==> src/rtl/ps2_host_tx.sv <==
// Host-to-device PS/2 transmitter: clock inhibit, start bit, 8 data bits LSB-first, odd parity,
// stop bit and device acknowledge, with both pads driven low through open-drain output enables.
module ps2_host_tx #(
    parameter int CLK_HZ         = 50_000_000,
    parameter int INHIBIT_CYCLES = 5000,
    parameter int TIMEOUT_CYCLES = 750000
) (
    input  logic       fpgaclk,
    input  logic       rst,
    input  logic       tx_start,
    input  logic [7:0] tx_data,
    input  logic       ps2clk,
    input  logic       datain,
    output logic       ps2clk_oe,
    output logic       ps2data_oe,
    output logic       busy,
    output logic       tx_done,
    output logic       tx_err
);
    localparam int CNT_SPAN = (TIMEOUT_CYCLES > INHIBIT_CYCLES) ? TIMEOUT_CYCLES : INHIBIT_CYCLES;
    localparam int CW = $clog2(CNT_SPAN + 1);
    localparam logic [CW-1:0] CNT_MAX      = '1;
    localparam logic [CW-1:0] INHIBIT_LAST = CW'(INHIBIT_CYCLES - 1);
    localparam logic [CW-1:0] TIMEOUT_LAST = CW'(TIMEOUT_CYCLES - 1);

    if (CLK_HZ <= 0 || INHIBIT_CYCLES < 1 || TIMEOUT_CYCLES < 1) begin : g_param_check
        $error("ps2_host_tx: CLK_HZ, INHIBIT_CYCLES and TIMEOUT_CYCLES must be positive");
    end

    typedef enum logic [2:0] {IDLE, INHIBIT, START, XMIT, ACK, WAITIDLE} state_t;

    state_t        state, state_nxt;
    logic          clk_s1, clk_s2, clk_prev, data_s1, data_s2;
    logic          fall;
    logic [CW-1:0] count, count_nxt, count_inc;
    logic [3:0]    bitcnt, bitcnt_nxt;
    logic [7:0]    shift, shift_nxt;
    logic          par, par_nxt;
    logic          clk_oe_nxt, data_oe_nxt, busy_nxt, done_nxt, err_nxt;

    // Pads idle high, so the synchronizers reset to 1 to avoid a phantom falling edge.
    always_ff @(posedge fpgaclk) begin
        if (rst) begin
            clk_s1   <= 1'b1;
            clk_s2   <= 1'b1;
            clk_prev <= 1'b1;
            data_s1  <= 1'b1;
            data_s2  <= 1'b1;
        end else begin
            clk_s1   <= ps2clk;
            clk_s2   <= clk_s1;
            clk_prev <= clk_s2;
            data_s1  <= datain;
            data_s2  <= data_s1;
        end
    end

    assign fall      = clk_prev & ~clk_s2;
    assign count_inc = (count == CNT_MAX) ? count : count + 1'b1;

    always_comb begin
        state_nxt   = state;
        count_nxt   = count;
        bitcnt_nxt  = bitcnt;
        shift_nxt   = shift;
        par_nxt     = par;
        clk_oe_nxt  = ps2clk_oe;
        data_oe_nxt = ps2data_oe;
        busy_nxt    = busy;
        done_nxt    = 1'b0;
        err_nxt     = 1'b0;
        case (state)
            IDLE: begin
                clk_oe_nxt  = 1'b0;
                data_oe_nxt = 1'b0;
                busy_nxt    = 1'b0;
                if (tx_start) begin
                    state_nxt  = INHIBIT;
                    count_nxt  = '0;
                    clk_oe_nxt = 1'b1;
                    busy_nxt   = 1'b1;
                    shift_nxt  = tx_data;
                    par_nxt    = ~^tx_data;
                    bitcnt_nxt = '0;
                end
            end
            INHIBIT: begin
                count_nxt = count_inc;
                if (count == INHIBIT_LAST) begin
                    data_oe_nxt = 1'b1;
                    state_nxt   = START;
                end
            end
            START: begin
                clk_oe_nxt = 1'b0;
                count_nxt  = '0;
                state_nxt  = XMIT;
            end
            // Every device-clocked state shares one watchdog that restarts on each falling edge.
            XMIT, ACK, WAITIDLE: begin
                count_nxt = fall ? '0 : count_inc;
                if (!fall && count == TIMEOUT_LAST) begin
                    clk_oe_nxt  = 1'b0;
                    data_oe_nxt = 1'b0;
                    err_nxt     = 1'b1;
                    busy_nxt    = 1'b0;
                    state_nxt   = IDLE;
                end else if (state == XMIT) begin
                    if (fall) begin
                        bitcnt_nxt = bitcnt + 4'd1;
                        if (bitcnt < 4'd8) begin
                            data_oe_nxt = ~shift[0];
                            shift_nxt   = {1'b0, shift[7:1]};
                        end else if (bitcnt == 4'd8) begin
                            data_oe_nxt = ~par;
                        end else begin
                            data_oe_nxt = 1'b0;
                            state_nxt   = ACK;
                        end
                    end
                end else if (state == ACK) begin
                    if (fall) begin
                        if (data_s2) begin
                            err_nxt   = 1'b1;
                            busy_nxt  = 1'b0;
                            state_nxt = IDLE;
                        end else begin
                            state_nxt = WAITIDLE;
                        end
                    end
                end else if (clk_s2 && data_s2) begin
                    done_nxt  = 1'b1;
                    busy_nxt  = 1'b0;
                    state_nxt = IDLE;
                end
            end
            default: state_nxt = IDLE;
        endcase
    end

    always_ff @(posedge fpgaclk) begin
        if (rst) begin
            state      <= IDLE;
            count      <= '0;
            bitcnt     <= '0;
            shift      <= '0;
            par        <= 1'b0;
            ps2clk_oe  <= 1'b0;
            ps2data_oe <= 1'b0;
            busy       <= 1'b0;
            tx_done    <= 1'b0;
            tx_err     <= 1'b0;
        end else begin
            state      <= state_nxt;
            count      <= count_nxt;
            bitcnt     <= bitcnt_nxt;
            shift      <= shift_nxt;
            par        <= par_nxt;
            ps2clk_oe  <= clk_oe_nxt;
            ps2data_oe <= data_oe_nxt;
            busy       <= busy_nxt;
            tx_done    <= done_nxt;
            tx_err     <= err_nxt;
        end
    end
endmodule

==> config.mk <==
export PLATFORM = sky130hd
export DESIGN_NAME = ps2_host_tx
export DESIGN_NICKNAME = d
export VERILOG_FILES = /design/src/rtl/ps2_host_tx.sv
export SDC_FILE = /design/constraint.sdc
export NUM_CORES = 1
export LEC_CHECK = 0
export CORE_UTILIZATION = 30
export DETAILED_ROUTE_END_ITERATION = 16
export PLACE_DENSITY = 0.45
export SYNTH_ARGS = -nofsm -noshare
export SYNTH_HDL_FRONTEND = slang
export SYNTH_SLANG_ARGS = --single-unit
==> constraint.sdc <==
create_clock -name fpgaclk -period 2.17 [get_ports fpgaclk]
set_input_delay 0.434 -clock fpgaclk [delete_from_list [all_inputs] [get_ports fpgaclk]]
set_output_delay 0.434 -clock fpgaclk [all_outputs]
set_load 0.05 [all_outputs]
# Word level (Yosys, flattened, before mapping)
# Index checks and enable logic that the tools add are counted.
# word_totals
reg_bits	46
# classes
n_addsub	2
magnitude_cmp	1
eq_ne	26
muxes	50
bitwise_logic	5
reduce_logical	20
# ops
op	n
$pmux W20 S4	1
$mux W20	3
$eq A20 B20 Y1 const B	2
$mux W8	5
$mux W3	11
$ne A4 B4 Y1 const B	6
$add A20 B1 Y20 const B	1
$eq A20 B13 Y1 const B	1
$mux W1	20
$mux W4	4
$pmux W8 S2	1
$ne A2 B2 Y1 const B	7
$pmux W3 S4	1
$reduce_and A5 Y1	2
$ne A3 B3 Y1 const B	3
$pmux W4 S2	1
$reduce_xnor A8 Y1	1
$reduce_and A7 Y1	1
$eq A3 B2 Y1 const B	2
$eq A3 B3 Y1 const B	2
$pmux W1 S3	2
$reduce_and A2 Y1	3
$reduce_and A6 Y1	1
$reduce_bool A3 Y1	2
other kinds (17)	21

# Logic depth before layout (Yosys ltp)
# depth
word_depth	7
ltp_mapped	8
ltp_nobuf	7

# Worst setup path after synthesis
# OpenSTA, ideal clock, no wires.
# synth_path
kind	reg-to-reg
start	register state[1]
end	register bitcnt[3]
setup_ps	70
t_arrival_ps	2040
required_ps	2100
slack_ps	60
path_stages_with_launch	8
n_path_buf	2
period_less_slack_ps	2110
cell_sequence	dfxtp_1 > buf_6 > clkbuf_1 > inv_1 > ha_1 > or2_4 > or4_1 > a21oi_1
# synth_via
elab_chain_cells	4
# synth_rtl
element	line	source
start: declaration	32	state_t state, state_nxt;
start signal: assignment	154	state <= state_nxt;
$eq A3 B2 Y1 / $eq A3 B3 Y1 (equally long branches)	72, 108	
$reduce_or A3 Y1	72	case (state)
$ne A2 B2 Y1 (no line) / $reduce_bool A2 Y1 (equally long branches)	-	
$reduce_and A5 Y1 (no line)	-	
end signal: assignment	156	bitcnt <= bitcnt_nxt;
end: declaration	36	logic [3:0] bitcnt, bitcnt_nxt;
# Parallel ways exist; a longest one is shown, timed or not.
# A chain may end at the register's enable or synchronous reset.

# Worst setup path in the final report
# layout_path
start	register state[2]
end	register count[15]
# layout_via
elab_chain_cells	4
# layout_rtl
element	line	source
$eq A3 B2 Y1 / $eq A3 B3 Y1 (equally long branches)	72	
$reduce_or A3 Y1	72	
$reduce_bool A4 Y1 (no line)	-	
$reduce_and A2 Y1 (no line)	-	
end signal: assignment	155	count <= count_nxt;
end: declaration	35	logic [CW-1:0] count, count_nxt, count_inc;
# Parallel ways exist; a longest one is shown, timed or not.

==> impl_metrics.env <==
export IMPL_status="completed"
export IMPL_port_buffers=17
export IMPL_syn2layout_area_growth_pct=28.9
export IMPL_ys_ff_latch=46
export IMPL_avgSynthCellArea_um2=8.14
export IMPL_drv_cap=0
export IMPL_finalCoreUtilization_pct=40.0
export IMPL_synth_cells=313
export IMPL_fin_ws_ns=0.124
export IMPL_coreArea_um2=8220
export IMPL_crit_buf_inv=1
export IMPL_grt_max_degree=19
export IMPL_hold_viol=0
export IMPL_leakage_uw=0.00120
export IMPL_synth_cell_type_count=53
export IMPL_crit_slowest_cell="or4_1"
export IMPL_routed_wl_mm=7.00
export IMPL_r2r_cells=6
export IMPL_io_pins=18
export IMPL_vdd_drop_max_mv=0.262
export IMPL_place_congestion=0.852
export IMPL_worst_path_largest_cell_delay_ns=0.51
export IMPL_ys_flop_type="dfxtp_1"
export IMPL_die_area_um2=8870
export IMPL_dp_slack_ns=-0.323
export IMPL_viasPerCell=5.26
export IMPL_cts_path_max_buffers=2
export IMPL_synth_nets=331
export IMPL_firstDrtPassIters=5
export IMPL_worstPathRequired_ns=2.40
export IMPL_rows=33
export IMPL_total_power_uw=2520
export IMPL_cts_made_buffers=5
export IMPL_post_route_period_util_pct=94.3
export IMPL_tritoncts="built"
export IMPL_synth_edf_count=0
export IMPL_initial_utilization_pct=31.0
export IMPL_clk_pin_slew_worst_paths_ns=0.09
export IMPL_drt_iter0_markers=143
export IMPL_vias=2511
export IMPL_nets=389
export IMPL_clk_latency_ns=0.30
export IMPL_syn_cell_area_um2=2550
export IMPL_worstPathCellList="buf_4, ha_1, nor3_1, o31ai_4, or4_1, a21oi_1"
export IMPL_critPathTopFamily="simple AND/OR/NAND/NOR gates"
export IMPL_end_kind="flop"
export IMPL_min_path_cells=1
export IMPL_htree_levels=2
export IMPL_setup_viol=0
export IMPL_cts_sinks=46
export IMPL_rsz0062_at_grt="no"
export IMPL_fp_dieH_um=94.2
export IMPL_relSlewSlack_pct=63.8
export IMPL_grt_pass1_wl_mm=11.7
export IMPL_root_buffer="clkbuf_8"
export IMPL_startpoint_type="flop"
export IMPL_grt_overflow=0
export IMPL_drive_above_1_share_pct=19.9
export IMPL_min_period_ns=2.05
export IMPL_cp_data_arrival_time_ns=2.28
export IMPL_drv_slew=0
export IMPL_fp_dieW_um=94.2
export IMPL_timing_fmax_ghz=0.489
export IMPL_crit_type="flop to flop"
export IMPL_wl_per_cell_um=14.7
export IMPL_synthArstFlopShare_pct=0
export IMPL_n_antenna_cell=0
export IMPL_cts_hold_buf=0
export IMPL_drc_errors=0
export IMPL_grt_pass1_vias=2318
export IMPL_postRouteAntennaNets=0
export IMPL_post_dp_hpwl_mm=5.44
export IMPL_synth_yosys_seq_area_share_pct=36.1
export IMPL_antenna_found_initial=0
export IMPL_grt_usage_pct=16.9
export IMPL_worstPathMaxFanout=15
export IMPL_hp_class="flop to flop"
export IMPL_critical_path_cell_count=6
export IMPL_yosys_warnings=0
export IMPL_finClkSkew_ns=0.0108
export IMPL_tightest_slew_ns=0.543
export IMPL_powerDensity_nw_per_um2=768
cells in the final DEF, fill, tap and decap left out, types with 7 or more instances in the layout:
master	n
inv_1	10
nand4_1	8
xnor2_1	8
a21oi_1	24
or3_1	7
or2_2	7
nand3_1	17
or4_1	9
dfxtp_1	46
nand2_1	30
o21ai_0	16
clkdlybuf4s50_1	16
a311oi_1	9
nor2_1	21
nor3_1	7
buf_4	50
cells in the mapped netlist (all sizes together), types with 5 or more instances:
cell type | instances | area (um^2)
o211ai | 6 | 45.0
nand3 | 17 | 85.1
dfxtp | 46 | 921
a211oi | 5 | 50.1
nor2 | 21 | 78.8
a21oi | 24 | 120
nor3 | 8 | 40.0
clkbuf | 13 | 50.0
o21ai | 16 | 80.1
or3 | 7 | 43.8
o31ai | 6 | 50.1
nand2 | 30 | 113
ha | 5 | 62.6
nand4 | 8 | 50.1
xnor2 | 8 | 70.1
a311oi | 9 | 78.8
or2 | 8 | 52.6
inv | 10 | 37.5
or4 | 9 | 67.6
and3 | 6 | 37.5
layer usage:
metal	share of wire [%]	global-route usage, %	vias to the layer above
met4	1.1	4.49	0
met5	0	0	-
li1	-	-	1287
met2	44	26.1	48
met1	51	24.1	1170
met3	3.7	2.91	6
stage by stage:
stage	cells	setup TNS [ns]	area, um^2	hold WS, ns
final	477	0	3280	0.417
after global placement	468	-3.79	3160	0.391
after floorplan	313	0	2550	0.389
after global routing	477	0	3280	0.443
after CTS	477	0	3260	0.423
after detailed placement	468	-4.10	3160	0.402
worst paths after layout:
path                                            start                      to  slack (ns)
worst min register to register      clk_s1$_SDFF_PP1_       clk_s2$_SDFF_PP1_        0.42
worst max register to register  state[2]$_SDFFE_PP0P_  count[15]$_SDFFE_PP0P_        0.12
worst min-delay path                clk_s1$_SDFF_PP1_       clk_s2$_SDFF_PP1_        0.42
worst max-delay path            state[2]$_SDFFE_PP0P_  count[15]$_SDFFE_PP0P_        0.12
cell families after synthesis:
group,after synthesis,share of synthesized area (%)
AO/OA/AOI/OAI,83,22.6
XOR/XNOR,10,3.44
AND/OR/NAND/NOR,139,29.7
buffers and inverters,27,4.47
multiplexers,3,1.23
flip-flops,46,36.1
adder cells (fa/ha/maj),5,2.45
timing repair:
action	4_1_cts	5_1_grt
gates resized for setup	1	4
endpoints found under the setup margin	1	8
pin swaps	0	0
endpoints found under the hold margin	0	0
setup buffers	1	0
where the power goes:
| part | internal [uW] | switching, uW |
|---|---|---|
| clock network | 258 | 298 |
| logic | 458 | 510 |
| registers | 931 | 68.5 |
| total | 1650 | 877 |
layout make-up:
type                       instances  area, um^2
timing repair buffer              68         564
clock buffer                       7        86.3
fill                             863        4930
multi-input combinational        240        1540
sequential                        46         921
clock inverter                     1        5.00
inverter                          10        37.5
tap                              105         131
state kept, by name, summed over array words and instances, names as in the netlist:
name        count
ps2clk_oe       1
busy            1
data_s1         1
clk_s1          1
state           3
data_s2         1
par             1
count          20
ps2data_oe      1
clk_s2          1
shift           8
clk_prev        1
tx_done         1
tx_err          1
bitcnt          4
Note: power is estimated with default switching activity, not from simulation.
